$ cat config.mk
export PLATFORM = sky130hd
export DESIGN_NAME = serial_subtractor
export DESIGN_NICKNAME = d
export VERILOG_FILES = /design/src/rtl/serial_subtractor.sv
export SDC_FILE = /design/constraint.sdc
export NUM_CORES = 1
export LEC_CHECK = 0
export BUFFER_PORTS_ARGS = -buffer_cell sky130_fd_sc_hd__buf_2
export CORE_MARGIN = 2
export CORE_UTILIZATION = 23
export CTS_CLUSTER_DIAMETER = 50
export CTS_CLUSTER_SIZE = 16
export DETAILED_ROUTE_END_ITERATION = 8
export HOLD_SLACK_MARGIN = 0.03
export PLACE_DENSITY = 0.36
export SETUP_SLACK_MARGIN = 0.02
export SYNTH_ARGS = -nofsm -noshare
export SYNTH_HDL_FRONTEND = slang
export SYNTH_SLANG_ARGS = --single-unit
$ cat constraint.sdc
create_clock -name clk -period 1.5 [get_ports clk]
set_input_delay 0.15 -clock clk [delete_from_list [all_inputs] [get_ports clk]]
set_output_delay 0.15 -clock clk [all_outputs]
set_load 0.02 [all_outputs]
$ cat src/rtl/serial_subtractor.sv
// Bit-serial subtractor: one full-subtractor cell and a registered borrow compute a - b - bin, LSB first.
// Define SERIAL_SUB_OVF_EN to add the signed-overflow output ovf.
module serial_subtractor #(
  parameter int unsigned WIDTH = 4
) (
  input  logic             clk,
  input  logic             rst,
  input  logic             start,
  input  logic [WIDTH-1:0] a,
  input  logic [WIDTH-1:0] b,
  input  logic             bin,
  output logic             busy,
  output logic             done,
  output logic [WIDTH-1:0] diff,
  output logic             bout
`ifdef SERIAL_SUB_OVF_EN
  ,
  output logic             ovf
`endif
);

  localparam int unsigned CW = (WIDTH > 1) ? $clog2(WIDTH) : 1;
  localparam logic [CW-1:0] LAST = CW'(WIDTH - 1);

  typedef enum logic [1:0] {
    S_IDLE,
    S_RUN,
    S_DONE
  } state_t;

  state_t           state_q, state_d;
  logic [WIDTH-1:0] a_q, a_d;
  logic [WIDTH-1:0] b_q, b_d;
  logic [WIDTH-1:0] res_q, res_d;
  logic [WIDTH-1:0] diff_q, diff_d;
  logic [CW-1:0]    cnt_q, cnt_d;
  logic             br_q, br_d;
  logic             bout_q, bout_d;
`ifdef SERIAL_SUB_OVF_EN
  logic             ovf_q, ovf_d;
`endif

  logic x_bit, y_bit, d_bit, br_nxt;

  // Full-subtractor cell on the current operand LSBs.
  always_comb begin
    x_bit  = a_q[0];
    y_bit  = b_q[0];
    d_bit  = x_bit ^ y_bit ^ br_q;
    br_nxt = (~x_bit & y_bit) | (~(x_bit ^ y_bit) & br_q);
  end

  always_comb begin
    state_d = state_q;
    a_d     = a_q;
    b_d     = b_q;
    res_d   = res_q;
    cnt_d   = cnt_q;
    br_d    = br_q;
    diff_d  = diff_q;
    bout_d  = bout_q;
`ifdef SERIAL_SUB_OVF_EN
    ovf_d   = ovf_q;
`endif
    case (state_q)
      S_IDLE, S_DONE: begin
        if (start) begin
          state_d = S_RUN;
          a_d     = a;
          b_d     = b;
          br_d    = bin;
          res_d   = '0;
          cnt_d   = '0;
        end else begin
          state_d = S_IDLE;
        end
      end
      S_RUN: begin
        a_d   = {1'b0, a_q[WIDTH-1:1]};
        b_d   = {1'b0, b_q[WIDTH-1:1]};
        res_d = {d_bit, res_q[WIDTH-1:1]};
        br_d  = br_nxt;
        cnt_d = cnt_q + 1'b1;
        if (cnt_q == LAST) begin
          state_d = S_DONE;
          diff_d  = {d_bit, res_q[WIDTH-1:1]};
          bout_d  = br_nxt;
`ifdef SERIAL_SUB_OVF_EN
          // br_q here is the borrow entering the MSB cell.
          ovf_d   = br_q ^ br_nxt;
`endif
        end
      end
      default: state_d = S_IDLE;
    endcase
  end

  always_ff @(posedge clk or posedge rst) begin
    if (rst) begin
      state_q <= S_IDLE;
      a_q     <= '0;
      b_q     <= '0;
      res_q   <= '0;
      cnt_q   <= '0;
      br_q    <= 1'b0;
      diff_q  <= '0;
      bout_q  <= 1'b0;
`ifdef SERIAL_SUB_OVF_EN
      ovf_q   <= 1'b0;
`endif
    end else begin
      state_q <= state_d;
      a_q     <= a_d;
      b_q     <= b_d;
      res_q   <= res_d;
      cnt_q   <= cnt_d;
      br_q    <= br_d;
      diff_q  <= diff_d;
      bout_q  <= bout_d;
`ifdef SERIAL_SUB_OVF_EN
      ovf_q   <= ovf_d;
`endif
    end
  end

  assign busy = (state_q == S_RUN);
  assign done = (state_q == S_DONE);
  assign diff = diff_q;
  assign bout = bout_q;
`ifdef SERIAL_SUB_OVF_EN
  assign ovf  = ovf_q;
`endif

endmodule

==> results of run 1 <==
## cell usage after synthesis (all sizes together)
| library cell | count | share of area, % |
|---|---|---|
| a21oi | 7 | 3.1 |
| a22o | 1 | 0.78 |
| nand3b | 1 | 1.8 |
| ha | 1 | 1.1 |
| nand2 | 5 | 1.7 |
| a211oi | 7 | 4.7 |
| mux2i | 8 | 7.2 |
| nor2b | 9 | 5.0 |
| nor2 | 2 | 0.67 |
| nand2b | 4 | 2.2 |
| xnor2 | 1 | 0.78 |
| o21ai | 7 | 3.1 |
| nand3 | 2 | 0.89 |
| dfrtp | 21 | 47 |
| mux2 | 10 | 12 |
| inv | 4 | 1.3 |
| fa | 1 | 1.8 |
| buf | 7 | 5.1 |
## worst max-delay path by stage
stage                     endpoint  slack, ns
final                     res_q[3]       0.08
after global routing      res_q[3]     0.0002
after CTS                 res_q[3]       0.05
after detailed placement  res_q[3]       0.06
after global placement    res_q[3]        0.1
after floorplan           res_q[3]       0.14
## final cells by class
type / count / area, um^2
clock buffers: 4 / 45.0
fillers: 498 / 3360
inverters: 4 / 15.0
multi-input cells: 66 / 532
flip-flops and latches: 21 / 527
well taps: 67 / 83.8
repair buffers: 26 / 165
## worst min-delay path, stage by stage
cell      delay, ns
buf_2          0.07
a211oi_1       0.05
a21oi_1        0.10
## per-layer routing
| metal | global-route usage (%) | wire length [um] | share of wire [%] | vias up |
|---|---|---|---|---|
| met4 | 0.606 | 7 | 0.32 | 0 |
| met2 | 13.7 | 942 | 44 | 16 |
| met5 | 0 | 0 | 0 | - |
| met1 | 12.5 | 1130 | 52 | 338 |
| met3 | 2.88 | 84 | 3.9 | 2 |
| li1 | - | - | - | 385 |
## placed cells by master (no fill, tap or decap), types with 6 or more instances in the layout
cell,n
mux2i_1,8
buf_2,18
dfrtp_1,20
nor2b_1,9
buf_4,6
mux2_4,6
a211oi_1,7
o21ai_0,6
a21oi_1,7
## report_power, final
group / internal (mW) / leakage, nW / total, mW / switching (mW)
Clock: 0.189 / 0.0228 / 0.372 / 0.183
Sequential: 0.828 / 0.258 / 1.02 / 0.191
Combinational: 0.817 / 0.343 / 1.48 / 0.660
## per-stage QoR
stage	hold slack [ns]	worst slack (ns)	power [mW]
final	0.159	0.0763	2.87
after global routing	0.182	0.000195	3.14
after CTS	0.154	0.0501	2.75
after detailed placement	0.207	0.0647	2.34
after global placement	0.206	0.0977	2.32
after floorplan	0.127	0.136	2.06
## cell families after synthesis
family	after synthesis	synth area share [%]
AOI/OAI and AO/OA	22	11.7
xor gates and xnor gates	1	0.782
adders and majority gates	2	2.90
buffers and inverters	11	6.48
DFF	21	46.9
muxes	18	18.9
and+or+nand+nor	23	12.3
## repair_timing
| item | 4_1_cts | 5_1_grt |
|---|---|---|
| hold endpoints to repair | 21 | 0 |
| resized for setup | 1 | 5 |
| pin swaps | 0 | 2 |
| endpoints found under the setup margin | 2 | 1 |
| buffers inserted | 1 | 3 |
| hold buffers | 1 | 0 |
| gates cloned | 0 | 0 |
## state kept, by name, indices dropped and copies added (netlist names)
signal,flops
a_q,4
b_q,4
bout,1
br_q,1
cnt_q,2
diff,4
res_q,3
state_q,2
==> out/summary.txt, run 1 <==
Die W - 73.8 um
Maximum buffer depth of the clock tree - 2
Startpoint Class - flop
CP top delay family - adder cells
Die Area - 5440 um^2
Placed Area - 1270 um^2
Gr ovfl total - 0
Synth Area per Inst - 11.4 um^2
Mapped Area - 1120 um^2
Worst path slowest cell - fa_1
Final core occ - 29.0%
Critical path type - flop to flop
Seq cells post-synth - 21
Routability cong. - 0.664
Reg2Reg Setup Slack - 0.08 ns
Clk pin slew, worst setup/hold paths - 0.08 ns
First drt pass iteration count - 4
Largest net degree at the start of global routing - 32
Hold_sp - a[0]
Placed insts - 179
CP Max Fanout - 2
Cells on Worst Hold Path - 3
Clock Tree Root - clkbuf_8
Worst r2r src - br_q
Netlist cell types - 21
Sum Neg Setup Slack - 0 ns
Drt wl/cell - 11.5 um
Crit. Startpoint - br_q
Tot GR Track Use - 8.83%
CP Data Required Time - 1.64 ns
Warnings, synthesis - 0
First-pass GRT wire length - 3750 um
CTS tree - built
1st-iter DRT viols - 30
Vias in the first global route - 763
Vias - 741
Slew headroom - 71.1%
Initial antenna violation count - 0
Share of post-route cells with drive strength above 1 - 35.5%
Worst reg2reg endpoint - res_q[3]
Vias per cell - 3.94
Hold EP - a_q[0]
Worst Tran Pin Value - 0.434 ns
Period utilization - 94.9%
Reg2reg path depth - 5
Register area share after synthesis - 46.9%
DP Wirelength - 1420 um
Antenna Nets Post-Route - 0
Kind of end point of the critical path - flop
Diode count - 0
Hold Vio Cnt, Final - 0
Worst Skew - 0.00162 ns
Outcome - finished, final reports clean
Setup violators final - 0
Data arrival, critical path - 1.56 ns
Number of cells on the critical path - 5
CP bufs+invs - 1
RSZ-0062 raised after global routing - yes
Fmax - 702 MHz
Crit-path cells - inv_2 > fa_1 > mux2_4 > nand2_2 > o21ai_2
Max Cap Viol - 0
# H-tree levels - 1
Hold Path Class - primary input to flop
Worst skew pair latency - 0.26 ns
DRC errors left - 0
Syn Nets - 112
Initial core utilization - 23.7%
Layout area overhead - 22.1%
Largest stage delay on the critical path - 0.49 ns
Final period demand of the worst path - 1.42 ns
Sink Count - 21
Design area - 1370 um^2
Nets@finish - 136
Non-Filler Instances - 188
Detailed Route WL - 2160 um
Max VDD drop - 0.527 mV
Leak - 0.625 nW
Ports - 19
PD cells - 2100 nW/um^2
Cell row count - 25
Synth Instances - 98
CTS Buf Count - 3
Final Max Tran Viols - 0
Core ar. - 4720 um^2
Die height - 73.8 um
Port buffer count - 18
Note: power is estimated with default switching activity, not from simulation.
==> run 2: changes to the inputs <==
--- a/config.mk
+++ b/config.mk
@@ -5,14 +5,17 @@
 export SDC_FILE = /design/constraint.sdc
 export NUM_CORES = 1
 export LEC_CHECK = 0
+export ABC_CLOCK_PERIOD_IN_PS = 1500
 export BUFFER_PORTS_ARGS = -buffer_cell sky130_fd_sc_hd__buf_2
+export CELL_PAD_IN_SITES_DETAIL_PLACEMENT = 1
+export CELL_PAD_IN_SITES_GLOBAL_PLACEMENT = 1
 export CORE_MARGIN = 2
 export CORE_UTILIZATION = 23
 export CTS_CLUSTER_DIAMETER = 50
 export CTS_CLUSTER_SIZE = 16
 export DETAILED_ROUTE_END_ITERATION = 8
 export HOLD_SLACK_MARGIN = 0.03
-export PLACE_DENSITY = 0.36
+export PLACE_DENSITY = 0.44
 export SETUP_SLACK_MARGIN = 0.02
 export SYNTH_ARGS = -nofsm -noshare
 export SYNTH_HDL_FRONTEND = slang
==> out/summary.txt, run 2 (synthesized netlist as in run 1, its figures left out) <==
CP Data Required Time - 1.63 ns (about the same)
Total power - 2.85 mW (-0.74%)
Worst Skew - 0.00394 ns (+0.00232 ns)
First-pass GRT wire length - 4050 um (+8.1%)
Reg2reg path depth - 5 (unchanged)
Detailed Route WL - 2470 um (+14%)
Setup violators final - 0 (unchanged)
Drt wl/cell - 13.1 um (+13%)
Diode count - 0 (unchanged)
Die height - 73.8 um (unchanged)
Outcome - finished, final reports clean
Worst reg2reg endpoint - res_q[3]
Share of power burned in the clock network - 13.4% (+0.4 points)
Hold_sp - b[1]
Nets@finish - 137 (+0.74%)
Period utilization - 96.5% (+1.6 points)
Switching power share of the total - 36.8% (+0.73 points)
DP Wirelength - 1630 um (+14%)
Psw - 1.05 mW (+1.3%)
# H-tree levels - 1 (unchanged)
Port buffer count - 18 (unchanged)
Antenna Nets Post-Route - 0 (unchanged)
Worst skew pair latency - 0.26 ns (about the same)
PD cells - 2090 nW/um^2 (-0.19%)
DRC errors left - 0 (unchanged)
Cell row count - 25 (unchanged)
Filler cells - 538 (+8.0%)
Cells on Worst Hold Path - 3 (unchanged)
Clock Tree Root - clkbuf_8
CTS tree - built
Share of post-route cells with drive strength above 1 - 34.4% (-1.1 points)
Worst r2r src - b_q[0]
Routability cong. - 0.661 (-0.38%)
Placed insts - 181 (+1.1%)
Design area - 1360 um^2 (-0.55%)
Final core occ - 28.8% (-0.16 points)
Non-Filler Instances - 189 (+0.53%)
Core ar. - 4720 um^2 (unchanged)
Crit. Startpoint - b_q[0]
Die W - 73.8 um (unchanged)
1st-iter DRT viols - 39 (+30%)
Hold Vio Cnt, Final - 0 (unchanged)
Comb pwr share - 50.5% (-1.0 points)
Max Cap Viol - 0 (unchanged)
Most frequent cells in the layout - dfrtp_1, buf_2, nor2b_1, mux2i_1
Layout area overhead - 21.5%
Sum Neg Setup Slack - 0 ns (unchanged)
Hold Path Class - primary input to flop
Largest net degree at the start of global routing - 24 (-25%)
Gr ovfl total - 0 (unchanged)
First drt pass iteration count - 3 (-1)
Fmax - 691 MHz (-1.6%)
Vias - 791 (+6.7%)
Tot GR Track Use - 9.78% (+0.95 points)
Sequential Area - 527 um^2 (unchanged)
Flop pwr share - 36.1% (+0.6 points)
CTS Buf Count - 3 (unchanged)
Most common cell after layout, fill and taps aside - dfrtp_1
Initial antenna violation count - 0 (unchanged)
Vias in the first global route - 818 (+7.2%)
CP Max Fanout - 2 (unchanged)
Slew headroom - 70.7% (-0.33 points)
Startpoint Class - flop
Multi-input gate area - 522 um^2 (-1.9%)
Vias per cell - 4.19 (+6.2%)
Critical path type - flop to flop
Max VDD drop - 0.645 mV (+22%)
Cell Int Power - 1.80 mW (-1.9%)
Leak - 0.623 nW (-0.31%)
Sink Count - 21 (unchanged)
Final Max Tran Viols - 0 (unchanged)
Clk pin slew, worst setup/hold paths - 0.08 ns (about the same)
Hold EP - b_q[1]
Ports - 19 (unchanged)
Worst hold slack - 0.171 ns (+0.0119 ns)
Initial core utilization - 23.7% (unchanged)
Maximum buffer depth of the clock tree - 2 (unchanged)
Placed Area - 1270 um^2 (+0.20%)
Kind of end point of the critical path - flop
Final worst setup slack - 0.0530 ns (-0.0233 ns)
Pre-CTS setup slack - 0.0555 ns (-0.00925 ns)
Die Area - 5440 um^2 (unchanged)
Data arrival, critical path - 1.58 ns (+0.02 ns)
Final period demand of the worst path - 1.45 ns (+0.0233 ns)
Reg2Reg Setup Slack - 0.05 ns (-0.02 ns)
Worst Tran Pin Value - 0.439 ns (+0.00498 ns)
-- run 2: critical path, stage by stage, from the launching register on --
cell and delay (ns):
dfrtp_1 0.36, inv_2 0.05, fa_1 0.50, mux2_2 0.28, nand2_1 0.06, o21ai_0 0.07
-- run 2: layout make-up --
class | instances | area share [%]
Clock buffer | 4 | 3.31
Inverter | 4 | 1.10
Multi-Input combinational cell | 66 | 38.4
Sequential cell | 21 | 38.7
Tap cell | 67 | 6.16
Timing Repair Buffer | 27 | 12.3
-- run 2: worst max path at each step --
stage,endpoint,depth (start not counted)
after floorplan,res_q[3],4
after global routing,res_q[3],5
final,res_q[3],5
after detailed placement,res_q[3],4
after CTS,busy,3
after global placement,res_q[3],4
-- run 2: timing repair --
item,CTS,global route
endpoints found under the setup margin,0,2
gates resized for setup,0,4
buffers inserted,0,3
endpoints found under the hold margin,21,0
hold buffers,1,0
-- run 2: per-layer routing --
metal,vias up,part of all wire (%),GRT usage (%)
li1,387,-,-
met4,0,0.65,1.82
met2,19,47,16.0
met1,383,48,12.9
met5,-,0,0
met3,2,4.1,2.88
-- run 2: power groups by stage --
stage | Sequential [mW] | Combinational [mW] | Clock (mW)
global placement | 1.02 | 1.29 | 0
finish | 1.03 | 1.44 | 0.382
floorplan | 1.05 | 1.01 | 0
detailed placement | 1.04 | 1.33 | 0
global route | 1.07 | 1.62 | 0.427
CTS | 1.03 | 1.34 | 0.403
==> run 3: changes to the inputs <==
--- a/config.mk
+++ b/config.mk
@@ -9,13 +9,13 @@
 export BUFFER_PORTS_ARGS = -buffer_cell sky130_fd_sc_hd__buf_2
 export CELL_PAD_IN_SITES_DETAIL_PLACEMENT = 1
 export CELL_PAD_IN_SITES_GLOBAL_PLACEMENT = 1
-export CORE_MARGIN = 2
 export CORE_UTILIZATION = 23
 export CTS_CLUSTER_DIAMETER = 50
 export CTS_CLUSTER_SIZE = 16
 export DETAILED_ROUTE_END_ITERATION = 8
 export HOLD_SLACK_MARGIN = 0.03
 export PLACE_DENSITY = 0.44
+export RECOVER_POWER = 50
 export SETUP_SLACK_MARGIN = 0.02
 export SYNTH_ARGS = -nofsm -noshare
 export SYNTH_HDL_FRONTEND = slang
==> out/summary.txt, run 3 (synthesized netlist as in run 1, its figures left out) <==
Outcome - finished, final reports clean
First drt pass iteration count - 4 (+1)
CTS tree - built
Flop pwr share - 37.4% (+1.3 points)
Clock Tree Root - clkbuf_8
Clk pin slew, worst setup/hold paths - 0.08 ns (about the same)
Hold Path Class - primary input to flop
DRC errors left - 0 (unchanged)
Placed Area - 1250 um^2 (-1.5%)
Worst skew pair latency - 0.26 ns (about the same)
Vias per cell - 4.55 (+8.7%)
Cell row count - 25 (unchanged)
CP Max Fanout - 2 (unchanged)
Tot GR Track Use - 10.2% (+0.39 points)
Initial antenna violation count - 0 (unchanged)
Reg2reg path depth - 5 (unchanged)
Share of post-route cells with drive strength above 1 - 32.8% (-1.6 points)
Worst r2r src - br_q
Slew headroom - 61.7% (-9.1 points)
Share of power burned in the clock network - 13.4% (about the same)
Most common cell after layout, fill and taps aside - dfrtp_1
Filler cells - 547 (+1.7%)
Crit path capture - res_q[3]
CTS Buf Count - 3 (unchanged)
Largest net degree at the start of global routing - 26 (+8.3%)
Worst Tran Pin Value - 0.575 ns (+0.136 ns)
CP Data Required Time - 1.63 ns (about the same)
Gr ovfl total - 0 (unchanged)
Routability cong. - 0.643 (-2.8%)
Antenna Nets Post-Route - 0 (unchanged)
Worst Skew - 0.00116 ns (-0.00278 ns)
Period utilization - 94.9% (-1.6 points)
Die W - 71.8 um (-2.7%)
DP Wirelength - 1560 um (-4.0%)
Non-Filler Instances - 176 (-6.9%)
Nets@finish - 137 (unchanged)
Max VDD drop - 0.675 mV (+4.6%)
Core ar. - 4690 um^2 (-0.66%)
Detailed Route WL - 2350 um (-4.7%)
Ports - 19 (unchanged)
PD cells - 2100 nW/um^2 (+0.41%)
Leak - 0.614 nW (-1.4%)
# H-tree levels - 1 (unchanged)
Design area - 1340 um^2 (-1.2%)
Port buffer count - 18 (unchanged)
Final Max Tran Viols - 0 (unchanged)
Reg2Reg Setup Slack - 0.08 ns (+0.02 ns)
Max Cap Viol - 0 (unchanged)
Psw - 1.03 mW (-1.4%)
Placed insts - 166 (-8.3%)
Setup violators final - 0 (unchanged)
1st-iter DRT viols - 26 (-33%)
Startpoint Class - flop
Cell Int Power - 1.79 mW (-0.43%)
Die height - 71.8 um (-2.7%)
Sequential Area - 528 um^2 (+0.24%)
Fmax - 703 MHz (+1.7%)
Sink Count - 21 (unchanged)
Most frequent cells in the layout - dfrtp_1, buf_2, nor2b_1, mux2i_1
First-pass GRT wire length - 4040 um (-0.17%)
Data arrival, critical path - 1.56 ns (-0.02 ns)
Vias - 801 (+1.3%)
RSZ-0062 raised after global routing - no
Die Area - 5150 um^2 (-5.3%)
Hold Vio Cnt, Final - 0 (unchanged)
Switching power share of the total - 36.6% (-0.23 points)
Sum Neg Setup Slack - 0 ns (unchanged)
Kind of end point of the critical path - flop
Worst hold slack - 0.170 ns (-0.00136 ns)
Critical path type - flop to flop
Layout area overhead - 20.0%
Initial core utilization - 23.9% (+0.16 points)
Multi-input gate area - 522 um^2 (unchanged)
Comb pwr share - 49.2% (-1.3 points)
Drt wl/cell - 13.4 um (+2.3%)
Final period demand of the worst path - 1.42 ns (-0.0238 ns)
Maximum buffer depth of the clock tree - 2 (unchanged)
Crit. Startpoint - br_q
Vias in the first global route - 812 (-0.73%)
Worst reg2reg endpoint - res_q[3]
Diode count - 0 (unchanged)
[run 3: cell types whose count changed in the layout (fill, tap and decap cells not counted), sizes merged]
| cell | change |
|---|---|
| buf | -4 |
| clkbuf | +4 |
[run 3: metrics by stage]
stage	setup WS [ns]	utilization, %	power (mW)
after floorplan	0.136	-	2.06
after global placement	0.0881	26.7	2.31
after detailed placement	0.0253	26.7	2.37
after CTS	0.0201	28.0	2.77
after global routing	0.00416	28.6	3.09
final	0.0768	28.6	2.82
[run 3: how the worst min path moves through the flow]
stage / startpoint / end / slack (ns) / cells after the start
2_1_floorplan: rst / a_q[0] / 0.13 / 1
3_3_place_gp: rst / diff[0] / 0.20 / 3
3_5_place_dp: rst / diff[0] / 0.21 / 3
4_1_cts: a[2] / a_q[2] / 0.17 / 3
6_report: a[2] / a_q[2] / 0.17 / 3
5_1_grt: b[0] / b_q[0] / 0.18 / 3
[run 3: final cells by class]
cell class,count,share of cell area [%]
tap,54,5.03
clock buffer,4,3.35
inverter,4,1.12
sequential,21,39.3
multi-input combinational,66,38.8
timing repair buffer,27,12.4
[run 3: layer usage]
metal / track usage [%] / routed length [um]
met4: 1.31 / 16
met5: 0 / 0
met2: 15.8 / 1060
met3: 3.94 / 104
met1: 13.8 / 1170
[run 3: worst max-delay path, stage by stage, from the launching register on]
cell,delay (ns)
dfrtp_1,0.38
inv_1,0.09
fa_1,0.43
mux2_2,0.27
nand2_1,0.07
o21ai_1,0.06
[run 3: what timing repair did]
action,in CTS,in global routing
pin swaps,0,1
endpoints found under the hold margin,21,0
setup buffers,0,5
hold buffers,1,0
resized for setup,2,2
setup endpoints to repair,3,3
[run 3: power groups by stage]
stage / sequential, mW / clock [mW] / combinational [mW]
after floorplan: 1.05 / 0 / 1.01
after global placement: 1.06 / 0 / 1.24
after detailed placement: 1.08 / 0 / 1.29
after CTS: 1.07 / 0.399 / 1.30
after global routing: 1.10 / 0.425 / 1.56
final: 1.06 / 0.378 / 1.39
